## config.mk

```make
export PLATFORM = sky130hd
export DESIGN_NAME = ps2_key_decoder
export DESIGN_NICKNAME = d
export VERILOG_FILES = /design/src/rtl/ps2_pkg.sv /design/src/rtl/ps2_frame_rx.sv /design/src/rtl/ps2_key_decoder.sv
export SDC_FILE = /design/constraint.sdc
export NUM_CORES = 1
export LEC_CHECK = 0
export ABC_AREA = 1
export CORE_ASPECT_RATIO = 2
export CORE_MARGIN = 3
export CORE_UTILIZATION = 58
export CTS_CLUSTER_SIZE = 12
export DETAILED_ROUTE_END_ITERATION = 8
export GPL_TIMING_DRIVEN = 0
export PLACE_DENSITY = 0.77
export SYNTH_ARGS = -nofsm -noshare
export SYNTH_HDL_FRONTEND = slang
export SYNTH_SLANG_ARGS = --single-unit
```

## constraint.sdc

```tcl
create_clock -name CLOCK_50 -period 1.6 [get_ports CLOCK_50]
set_input_delay 0.48 -clock CLOCK_50 [delete_from_list [all_inputs] [get_ports CLOCK_50]]
set_output_delay 0.48 -clock CLOCK_50 [all_outputs]
set_load 0.02 [all_outputs]
```

## src/rtl/ps2_pkg.sv

```systemverilog
// ---------------------------------------------------------------------------
// ps2_pkg
// Shared constants and types for the PS/2 keyboard receiver.
//   PS2_BREAK / PS2_EXT    : set-2 prefix bytes (key release / extended key)
//   PS2_TARGET_DEFAULT     : default make code watched by ps2_key_decoder
//   ps2_state_t            : frame receiver FSM encoding
//   ps2_parity_ok()        : odd-parity check over 8 data bits + parity bit
// ---------------------------------------------------------------------------
package ps2_pkg;

    localparam logic [7:0] PS2_BREAK          = 8'hF0;
    localparam logic [7:0] PS2_EXT            = 8'hE0;
    localparam logic [7:0] PS2_TARGET_DEFAULT = 8'h1C;

    typedef enum logic [1:0] {
        ST_IDLE   = 2'd0,
        ST_DATA   = 2'd1,
        ST_PARITY = 2'd2,
        ST_STOP   = 2'd3
    } ps2_state_t;

    // Odd parity: the nine bits together must hold an odd number of ones.
    function automatic logic ps2_parity_ok(input logic [7:0] data, input logic par);
        return ^{data, par};
    endfunction

endpackage

```

## src/rtl/ps2_frame_rx.sv

```systemverilog
// ---------------------------------------------------------------------------
// ps2_frame_rx
// Bit-level PS/2 device-to-host receiver: synchronizes the keyboard clock and
// data, detects falling edges of the keyboard clock, assembles the 11-bit
// frame, checks parity/stop and aborts a frame that stalls for too long.
//   CLOCK_50  in  : system clock, rising edge
//   reset     in  : synchronous, active-high
//   ps2_clk   in  : asynchronous keyboard clock (idle high)
//   ps2_dat   in  : asynchronous keyboard data (idle high)
//   rx_byte   out : last correctly received byte
//   rx_valid  out : one-cycle pulse, rx_byte just updated
//   rx_error  out : one-cycle pulse, a frame was discarded
// ---------------------------------------------------------------------------
module ps2_frame_rx
    import ps2_pkg::*;
#(
    parameter int TIMEOUT_CYCLES = 50000
) (
    input  logic       CLOCK_50,
    input  logic       reset,
    input  logic       ps2_clk,
    input  logic       ps2_dat,
    output logic [7:0] rx_byte,
    output logic       rx_valid,
    output logic       rx_error
);

    localparam logic [15:0] TO_LAST = 16'(TIMEOUT_CYCLES - 1);

    // Synchronizers; reset to the bus idle level so no false edge follows reset.
    logic ps2_clk_s1, ps2_clk_s2, ps2_clk_d;
    logic ps2_dat_s1, ps2_dat_s2;

    always_ff @(posedge CLOCK_50) begin
        if (reset) begin
            ps2_clk_s1 <= 1'b1;
            ps2_clk_s2 <= 1'b1;
            ps2_clk_d  <= 1'b1;
            ps2_dat_s1 <= 1'b1;
            ps2_dat_s2 <= 1'b1;
        end else begin
            ps2_clk_s1 <= ps2_clk;
            ps2_clk_s2 <= ps2_clk_s1;
            ps2_clk_d  <= ps2_clk_s2;
            ps2_dat_s1 <= ps2_dat;
            ps2_dat_s2 <= ps2_dat_s1;
        end
    end

    logic fall;
    logic bit_in;

    assign fall   = ps2_clk_d & ~ps2_clk_s2;
    assign bit_in = ps2_dat_s2;

    ps2_state_t  state, state_nxt;
    logic [2:0]  bit_cnt;
    logic [7:0]  shreg;
    logic        par_bit;
    logic [15:0] to_cnt;
    logic        timeout;

    // An edge in the same cycle restarts the wait, so timeout never coincides
    // with a stop edge and valid/error stay mutually exclusive.
    assign timeout = (state != ST_IDLE) && !fall && (to_cnt == TO_LAST);

    // FSM state register
    always_ff @(posedge CLOCK_50) begin
        if (reset) state <= ST_IDLE;
        else       state <= state_nxt;
    end

    // FSM next-state logic
    always_comb begin
        state_nxt = state;
        if (timeout) begin
            state_nxt = ST_IDLE;
        end else if (fall) begin
            case (state)
                ST_IDLE:   if (!bit_in) state_nxt = ST_DATA;
                ST_DATA:   if (bit_cnt == 3'd7) state_nxt = ST_PARITY;
                ST_PARITY: state_nxt = ST_STOP;
                ST_STOP:   state_nxt = ST_IDLE;
                default:   state_nxt = ST_IDLE;
            endcase
        end
    end

    // FSM outputs
    logic shift_en, par_en, stop_edge, frame_ok, frame_bad;

    always_comb begin
        shift_en  = fall && (state == ST_DATA);
        par_en    = fall && (state == ST_PARITY);
        stop_edge = fall && (state == ST_STOP);
        frame_ok  = stop_edge && bit_in && ps2_parity_ok(shreg, par_bit);
        frame_bad = (stop_edge && !frame_ok) || timeout;
    end

    // Datapath: data shifts in LSB first, so new bits enter at the top.
    always_ff @(posedge CLOCK_50) begin
        if (reset) begin
            bit_cnt  <= 3'd0;
            shreg    <= 8'h00;
            par_bit  <= 1'b0;
            to_cnt   <= 16'd0;
            rx_byte  <= 8'h00;
            rx_valid <= 1'b0;
            rx_error <= 1'b0;
        end else begin
            rx_valid <= frame_ok;
            rx_error <= frame_bad;
            if (frame_ok) rx_byte <= shreg;

            if (timeout)       bit_cnt <= 3'd0;
            else if (shift_en) bit_cnt <= bit_cnt + 3'd1;

            if (shift_en) shreg   <= {bit_in, shreg[7:1]};
            if (par_en)   par_bit <= bit_in;

            if (fall || timeout || state == ST_IDLE) to_cnt <= 16'd0;
            else                                     to_cnt <= to_cnt + 16'd1;
        end
    end

endmodule

```

## src/rtl/ps2_key_decoder.sv

```systemverilog
// ---------------------------------------------------------------------------
// ps2_key_decoder
// Tracks the held state of one set-2 key from a PS/2 keyboard.
//   TARGET_CODE     : make code of the watched key
//   TIMEOUT_CYCLES  : idle CLOCK_50 cycles tolerated inside a frame
//   CLOCK_50        in  : 50 MHz system clock
//   reset           in  : synchronous, active-high
//   PS2_CLK/PS2_DAT in  : keyboard bus
//   a_key_pressed   out : 0 while TARGET_CODE is held, 1 otherwise
//   scan_code       out : last correctly received byte
//   code_valid      out : one-cycle pulse on scan_code update
//   frame_error     out : one-cycle pulse on a discarded frame
// ---------------------------------------------------------------------------
module ps2_key_decoder
    import ps2_pkg::*;
#(
    parameter logic [7:0] TARGET_CODE    = PS2_TARGET_DEFAULT,
    parameter int         TIMEOUT_CYCLES = 50000
) (
    input  logic       CLOCK_50,
    input  logic       reset,
    input  logic       PS2_CLK,
    input  logic       PS2_DAT,
    output logic       a_key_pressed,
    output logic [7:0] scan_code,
    output logic       code_valid,
    output logic       frame_error
);

    logic [7:0] rx_byte;
    logic       rx_valid;
    logic       rx_error;

    ps2_frame_rx #(
        .TIMEOUT_CYCLES(TIMEOUT_CYCLES)
    ) u_rx (
        .CLOCK_50(CLOCK_50),
        .reset   (reset),
        .ps2_clk (PS2_CLK),
        .ps2_dat (PS2_DAT),
        .rx_byte (rx_byte),
        .rx_valid(rx_valid),
        .rx_error(rx_error)
    );

    assign scan_code   = rx_byte;
    assign code_valid  = rx_valid;
    assign frame_error = rx_error;

    logic ext_flag, break_flag;
    logic is_prefix, hit;
    logic key_up_q, key_up_nxt;

    assign is_prefix = (rx_byte == PS2_EXT) || (rx_byte == PS2_BREAK);
    assign hit       = rx_valid && !is_prefix && (rx_byte == TARGET_CODE) && !ext_flag;

    // The key level is presented combinationally from the registered state so
    // it changes in the very cycle code_valid pulses; a repeated make code
    // recomputes the same 0, so typematic repeats cannot glitch it.
    always_comb begin
        key_up_nxt = key_up_q;
        if (hit) key_up_nxt = break_flag;
    end

    assign a_key_pressed = key_up_nxt;

    always_ff @(posedge CLOCK_50) begin
        if (reset) begin
            key_up_q   <= 1'b1;
            ext_flag   <= 1'b0;
            break_flag <= 1'b0;
        end else begin
            key_up_q <= key_up_nxt;
            if (rx_error) begin
                // A broken frame may have been the byte a prefix was waiting for.
                ext_flag   <= 1'b0;
                break_flag <= 1'b0;
            end else if (rx_valid) begin
                if (rx_byte == PS2_EXT) begin
                    ext_flag <= 1'b1;
                end else if (rx_byte == PS2_BREAK) begin
                    break_flag <= 1'b1;
                end else begin
                    ext_flag   <= 1'b0;
                    break_flag <= 1'b0;
                end
            end
        end
    end

endmodule

```

Word-level counts from Yosys, hierarchy flattened

Cells that the tools add are included.

Register bits: 48

Bitwise gates (word level): 3
Add/sub/neg operators: 2
Multiplexer cells: 7
Eq/ne operators: 11
Reduce and logical (&&, ||, !) cells: 28

Operators with widths:

| cell                                                  | count |
|---|---|
| adder 16 x 1 -> 16 bit, second input constant         | 1 |
| == test 16 bit, second input constant                 | 1 |
| == test 8 bit, second input constant                  | 2 |
| logical AND 1 bit                                     | 11 |
| XOR reduction 9 bit                                   | 1 |
| == test 8 x 5 -> 1 bit, second input constant         | 1 |
| case mux 2 bit (4 select lines)                       | 1 |
| OR reduction 2 bit                                    | 3 |
| == test 2 bit, second input constant                  | 2 |
| zero test 1 bit                                       | 4 |
| logical OR 1 bit                                      | 4 |
| 2-to-1 mux 1 bit                                      | 4 |
| 2-to-1 mux 2 bit                                      | 2 |
| inequality test 2 bit, second input constant          | 2 |
| AND reduction 2 bit                                   | 2 |
| adder 3 x 1 -> 3 bit, second input constant           | 1 |
| == test 3 bit, second input constant                  | 1 |
| AND reduction 3 bit                                   | 1 |
| == test 2 x 1 -> 1 bit, second input constant         | 1 |
| zero test 2 bit                                       | 1 |
| inequality test 2 x 1 -> 1 bit, second input constant | 1 |
| inverter 1 bit                                        | 2 |
| nonzero test 2 bit                                    | 1 |
| bitwise AND 1 bit                                     | 1 |

Depth between registers and ports, before layout

Gate-level depths: netlist of run 1.

Word-level depth: 8
Depth in mapped cells: 11

Cells and area by module

A second synthesis of run 1 with hierarchy kept.

Cells, all modules: 308
Area total of the unflattened synthesis: 2230.9 um2

Modules (own cells, without submodules):

| module          | instances | cells each | seq. area each (um2) | area each (um2) |
|---|---|---|---|---|
| ps2_frame_rx    | 1         | 272        | 900.9                | 2013.2 |
| ps2_key_decoder | 1         | 36         | 60.1                 | 217.7 |

Least setup slack after synthesis of run 1

No wires, ideal clock.

Path kind: register to output
From: reg u_rx.rx_valid
To: out a_key_pressed
Stages on the path, launching flop included: 7
Path buffers: 0
Slack: -132 ps
Data arrival time: 1252 ps
Cell sequence: dfxtp_1 inv_2 nor2_1 nand3b_1 nor2_1 nand4_1 o21ai_1

Word-level cells in the longest chain between the ends: 4

RTL lines:

| what                            | RTL line              | text |
|---|---|---|
| start: declaration              | ps2_frame_rx.sv:24    | `output logic rx_valid,` |
| start signal: assignment        | ps2_frame_rx.sv:111   | `rx_valid <= frame_ok;` |
| logical AND 1 bit (3 in series) | ps2_key_decoder.sv:55 | `assign hit = rx_valid && !is_prefix && (rx_byte == TARGET_CODE) && !ext_flag;` |
| 2-to-1 mux 1 bit                | ps2_key_decoder.sv:62 | `if (hit) key_up_nxt = break_flag;` |
| end: declaration                | ps2_key_decoder.sv:24 | `output logic a_key_pressed,` |

No other way between the ends.

Worst setup path in the final report of run 1

From: reg u_rx.rx_byte[0]
To: out a_key_pressed

Word-level cells in the longest chain between the ends: 7

RTL lines:

| what                                | RTL line              | text |
|---|---|---|
| start: declaration                  | ps2_frame_rx.sv:23    | `output logic [7:0] rx_byte,` |
| start signal: assignment            | ps2_frame_rx.sv:113   | `if (frame_ok) rx_byte <= shreg;` |
| == test 8 bit                       | ps2_key_decoder.sv:54 | `assign is_prefix = (rx_byte == PS2_EXT) \|\| (rx_byte == PS2_BREAK);` |
| logical OR 1 bit                    | ps2_key_decoder.sv:54 |  |
| zero test 1 bit                     | ps2_key_decoder.sv:55 |  |
| logical AND 1 bit                   | ps2_key_decoder.sv:55 |  |
| logical AND 1 bit (*) (2 in series) | ps2_key_decoder.sv:55 |  |
| 2-to-1 mux 1 bit (*)                | ps2_key_decoder.sv:62 |  |

Mark *: on every way between the ends. The rest lies on a longest branch, timed or not.

==> results of run 1 <==
-- metrics by stage --
step           worst slack [ns]  total power, W
3_3_place_gp             -0.536         0.00128
3_5_place_dp             -0.532         0.00128
4_1_cts                  -0.325         0.00219
5_1_grt                  -0.453         0.00225
6_report                 -0.284         0.00217
2_1_floorplan            0.0116         0.00126
-- where the power goes --
group | switching (W) | internal (W)
sequential | 0.00000355 | 0.00120
clock | 0.000405 | 0.000511
combinational | 0.0000305 | 0.0000185
total | 0.000439 | 0.00173
-- flip-flops by register name (all words and copies together) (netlist names), 2 cells and up --
name / flops
u_rx.bit_cnt: 3
u_rx.to_cnt: 16
u_rx.shreg: 8
u_rx.state: 2
u_rx.rx_byte: 8
-- worst paths after layout --
path | end | cells past startpoint
worst min register to register | u_rx.ps2_clk_s2 | 1
worst min-delay path | u_rx.ps2_clk_s2 | 1
worst max register to register | u_rx.state[1] | 6
worst max-delay path | a_key_pressed | 5
-- cell families (layout without fill, tap and decap cells) --
kind of cell | Yosys count | after routing | synth area share [%]
DFF | 48 | 48 | 43.4
AOI/OAI and AO/OA | 42 | 42 | 9.50
xor gates and xnor gates | 11 | 11 | 4.35
buffers and inverters | 32 | 59 | 5.65
and+or+nand+nor | 141 | 141 | 32.6
adders and majority gates | 8 | 8 | 4.52
-- layer usage --
metal	vias to the layer above	wire (um)	share of wire (%)	track usage [%]
met3	8	99	2.1	5.26
met5	-	0	0	0
met4	0	110	2.4	12.9
met1	848	1600	35	19.5
met2	33	2820	61	43.9
li1	971	-	-	-
-- cell usage after synthesis (2+ instances only) --
cell	number	area (um^2)
nand3_1	21	105
inv_1	25	93.8
o21ai_1	3	15.0
inv_2	3	11.3
nand4_1	5	31.3
xnor2_1	3	26.3
nor2_4	2	22.5
nand2_1	61	229
nor2_2	2	12.5
or2_1	3	18.8
o21ai_0	8	40.0
xor2_1	8	70.1
nand2_4	3	33.8
a21oi_1	31	155
dfxtp_1	48	961
nor4_1	3	18.8
nand2_2	2	12.5
clkbuf_1	2	7.51
ha_1	8	100
nand3_2	6	60.1
nor2_1	19	71.3
nor3_1	6	30.0
or2_2	4	25.0
-- cell type report --
type	instances	area (um^2)	area share, %
inverter	28	105	4.01
clock inverter	2	38.8	1.48
multi-input combinational	202	1170	44.6
timing repair buffer	19	176	6.72
buffer	4	22.5	0.858
clock buffer	6	82.6	3.15
sequential	48	967	36.9
tap	49	61.3	2.34
-- timing repair --
action                                  in CTS  in global routing
setup buffers                                2                  3
pin swaps                                    2                  5
gates resized for setup                     20                 15
endpoints found under the setup margin      26                 26
-- critical path: cells and delay by family, from the launching register on --
kind | cells | cell delay [ns]
DFF | 1 | 0.32
buffers and inverters | 1 | 0.14
AOI/OAI and AO/OA | 1 | 0.18
and+or+nand+nor | 3 | 0.46
==> results.yml, run 1 <==
yosys:
  yosysSeqAreaShare_pct: 43.4
  syn-num-nets: 294
  ys_warn_count: 0
  avgSynthCellArea_um2: 7.85
  ys_async_sr_fraction_pct: 0
  synthesis.area_um2: 2210
  synth_edf_count: 0
  ys_ff_latch: 48
  synthCells: 282
  ys_types: 29
  ys.flop_type: "dfxtp_1"
global_routing:
  grt_overflow: 0
  antenna_found_initial: 0
  grt_max_degree: 16
  grtUsageTotal_pct: 22.4
  grt_pass1_vias: 1835
  grt_pass1_wl_mm: 7.91
cells_and_area:
  design_area_um2: 2620
  final_cells: 358
  fin_util_pct: 72.0
  layout_common_cells: "60 x nand2_1, 43 x dfxtp_1, 31 x a21oi_1"
  insertedDiodeCount: 0
  num-fill-cells: 328
  final_nets: 320
  final_common_cell: "nand2_1"
  syn_to_final_growth_pct: 18.5
  drive_above_1_share_pct: 17.8
floorplanning:
  core-area_um2: 3650
  start_util_pct: 60.7
  die-area_um2: 4640
  rows: 31
  io_pins: 15
  dieWidth_um: 49.7
  fp.dieH_um: 93.4
worst_setup_path:
  crit_path_top_delay_cell: "dfxtp_2"
  cp-start-kind: "flip-flop"
  slowest_delay_ns: 0.32
  crit_required_ns: 1.12
  crit_type: "reg -> out"
  crit_chain: "or2_1, nor2_1, nand4_1, o21ai_2, buf_6"
  arrival_ns: 1.40
  rrSetupSlack_ns: 0.07
  cp-end-kind: "output port"
  critPathLaunch: "u_rx.rx_byte[0]"
  cp_max_fo: 2
  rr_startpoint: "u_rx.state[0]"
timing:
  clock.fmax_mhz: 531
  period_needed_ns: 1.88
  slew_headroom_pct: 80.3
  post-route-period-util_pct: 118
  rsz0062_at_grt: "true"
  hold_viol_final: 0
  hold_slack_ns: 0.415
  worst_slack_ns: -0.284
  tightest_slew_ns: 0.292
  tns_ns: -0.284
  slew_violations: 0
  fin_skew_ns: 0.00786
  setup-violations-final: 1
routing:
  drc: 0
  avgRoutedWirePerCell_um: 12.9
  initialDrtViolationCount: 34
  avgViaCountPerCell: 5.20
  ant_nets: 0
  first_pass_iters: 5
  totalWireLength_mm: 4.63
  vias: 1860
place:
  dp_hpwl_mm: 3.41
  portBuffers: 14
  dp_cells: 345
  gp_congestion: 0.763
  placed_area_um2: 2420
clocking:
  clk_pin_slew_worst_paths_ns: 0.09
  clk_path_buf_depth: 2
  cts_root_buffer: "clkbuf_8"
  cts_hold_buf: 0
  numCtsBuffers: 5
  insertion_delay_ns: 0.30
  cts.sinks: 48
  htree_levels: 2
  cts_tree: "built"
job:
  cap_violations: 0
power_and_ir_drop:
  leakagePower_nw: 1.04
  power.density_nw_per_um2: 826
  vdd_ir_drop_max_mv: 0.818
outcome:
  outcome: "finished with violations"
  violations: "setup timing"
min_path:
  hp-start: "u_rx.ps2_clk_s1"
  hold_class: "reg -> reg"
Power figures use the tool's default switching activity.
==> run 2, diff against run 1 <==
--- a/config.mk
+++ b/config.mk
@@ -13,6 +13,7 @@
 export DETAILED_ROUTE_END_ITERATION = 8
 export GPL_TIMING_DRIVEN = 0
 export PLACE_DENSITY = 0.77
+export RECOVER_POWER = 25
 export SYNTH_ARGS = -nofsm -noshare
 export SYNTH_HDL_FRONTEND = slang
 export SYNTH_SLANG_ARGS = --single-unit
==> results.yml, run 2 (synthesis results as in run 1) <==
outcome:
  outcome: "finished with violations"
  violations: "setup timing"
clocking:
  clk_pin_slew_worst_paths_ns: 0.09
  cts_tree: "built"
  numCtsBuffers: 5
  clk_path_buf_depth: 2
  insertion_delay_ns: 0.30
  cts_hold_buf: 0
  cts_root_buffer: "clkbuf_8"
  cts.sinks: 48
  htree_levels: 2
timing:
  worst_slack_ns: -0.283
  hold_slack_ns: 0.415
  setup-violations-final: 11
  fin_skew_ns: 0.00895
  tns_ns: -0.454
  slew_violations: 0
  clock.fmax_mhz: 531
  post-route-period-util_pct: 118
  rsz0062_at_grt: "true"
  slew_headroom_pct: 72.9
  hold_viol_final: 0
  tightest_slew_ns: 0.407
  period_needed_ns: 1.88
worst_setup_path:
  cp-start-kind: "flip-flop"
  cp-end-kind: "output port"
  crit_type: "reg -> out"
  r2r_end: "u_rx.to_cnt[13]"
  rr_startpoint: "u_rx.state[0]"
  rrSetupSlack_ns: 0.09
  cp_max_fo: 2
  arrival_ns: 1.40
  crit_required_ns: 1.12
  ff2ff_path_depth: 6
cells_and_area:
  drive_above_1_share_pct: 17.2
  top_register: "u_rx.to_cnt"
  num-fill-cells: 330
  syn_to_final_growth_pct: 18.0
  design_area_um2: 2610
  final_common_cell: "nand2_1"
  fin_util_pct: 71.7
  top_regs: "u_rx.to_cnt: 16 flops, u_rx.rx_byte: 8 flops, u_rx.shreg: 8 flops"
  insertedDiodeCount: 0
  final_nets: 320
  largest_reg_flops: 16
  layout_common_cells: "61 x nand2_1, 43 x dfxtp_1, 31 x a21oi_1"
routing:
  first_pass_iters: 4
  initialDrtViolationCount: 30
  avgViaCountPerCell: 5.17
  ant_nets: 0
  drc: 0
  totalWireLength_mm: 4.61
  avgRoutedWirePerCell_um: 12.9
  vias: 1850
floorplanning:
  rows: 31
  core-area_um2: 3650
  start_util_pct: 60.7
  io_pins: 15
  die-area_um2: 4640
  dieWidth_um: 49.7
  fp.dieH_um: 93.4
global_routing:
  grt_max_degree: 16
  grt_pass1_vias: 1835
  grt_pass1_wl_mm: 7.91
  grtUsageTotal_pct: 22.4
  grt_overflow: 0
  antenna_found_initial: 0
job:
  cap_violations: 0
min_path:
  hp-start: "u_rx.ps2_clk_s1"
  hold_end: "u_rx.ps2_clk_s2"
  hold_depth: 1
  hold_class: "reg -> reg"
power_and_ir_drop:
  pwr-share-comb_pct: 2.2
  pwr-share-clk_pct: 42.2
  pwr-share-seq_pct: 55.6
  power.density_nw_per_um2: 828
  leakagePower_nw: 1.03
  vdd_ir_drop_max_mv: 0.819
  swShare_pct: 20.2
  power.internal_w: 0.00173
  p_switching_w: 0.000436
place:
  dp_hpwl_mm: 3.41
  placed_area_um2: 2420
  portBuffers: 14
  gp_congestion: 0.763
==> run 2: changes by cell type in the layout (fill, tap and decap cells not counted) <==
cell and delta:
buf_2 -1, clkbuf_1 +1, clkdlybuf4s50_1 -1, dlygate4sd3_1 +1, nand2_1 +1, nand2_2 -1
nand3_2 +1, nand3_4 -1
==> run 2: power by group through the flow <==
stage	Combinational (W)	Clock (W)	Sequential, W
after floorplan	0.0000300	0	0.00123
after global placement	0.0000458	0	0.00123
after detailed placement	0.0000466	0	0.00123
after CTS	0.0000476	0.000939	0.00120
after global routing	0.0000531	0.000988	0.00120
final	0.0000470	0.000914	0.00120
==> run 2: timing repair <==
action                                  CTS  global route
gates resized for setup                  20            15
setup buffers                             2             3
cloned                                    0             0
endpoints found under the setup margin   26            26
hold endpoints to repair                  0             0
pin swaps                                 2             5
==> run 2: worst max path at each step <==
| stage | end | depth (start not counted) | from | slack, ns |
|---|---|---|---|---|
| after floorplan | a_key_pressed | 4 | u_rx.rx_byte[0] | 0.01 |
| after global placement | a_key_pressed | 7 | u_rx.rx_valid | -0.54 |
| after detailed placement | a_key_pressed | 7 | u_rx.rx_valid | -0.53 |
| after CTS | a_key_pressed | 5 | u_rx.rx_byte[0] | -0.33 |
| after global routing | a_key_pressed | 8 | u_rx.rx_valid | -0.45 |
| final | a_key_pressed | 5 | u_rx.rx_byte[0] | -0.28 |
==> run 2: stage by stage <==
| stage | setup WS [ns] | instances | total power (W) |
|---|---|---|---|
| 2_1_floorplan | 0.0116 | 282 | 0.00126 |
| 3_3_place_gp | -0.536 | 345 | 0.00128 |
| 3_5_place_dp | -0.532 | 345 | 0.00128 |
| 4_1_cts | -0.325 | 355 | 0.00219 |
| 5_1_grt | -0.453 | 358 | 0.00225 |
| 6_report | -0.283 | 358 | 0.00216 |
==> run 2: final cells by class <==
type,count,area [um^2],share of cell area [%]
repair buffers,19,176,6.75
inverters,28,105,4.02
flip-flops and latches,48,967,37.0
clock inverters,2,38.8,1.48
clock buffers,6,82.6,3.16
plain buffers,4,21.3,0.814
multi-input cells,202,1160,44.4
well taps,49,61.3,2.35
==> run 2: layer usage <==
| metal | vias up | wire, um | global-route usage, % |
|---|---|---|---|
| li1 | 972 | - | - |
| met1 | 837 | 1570 | 19.5 |
| met2 | 31 | 2790 | 43.9 |
| met3 | 10 | 114 | 5.26 |
| met4 | 0 | 126 | 12.9 |
| met5 | - | 0 | 0 |
==> run 2: critical path, stage by stage (launching register included) <==
cell     delay (ns)
dfxtp_2        0.32
or2_1          0.23
nor2_1         0.08
nand4_1        0.15
o21ai_2        0.18
buf_6          0.14
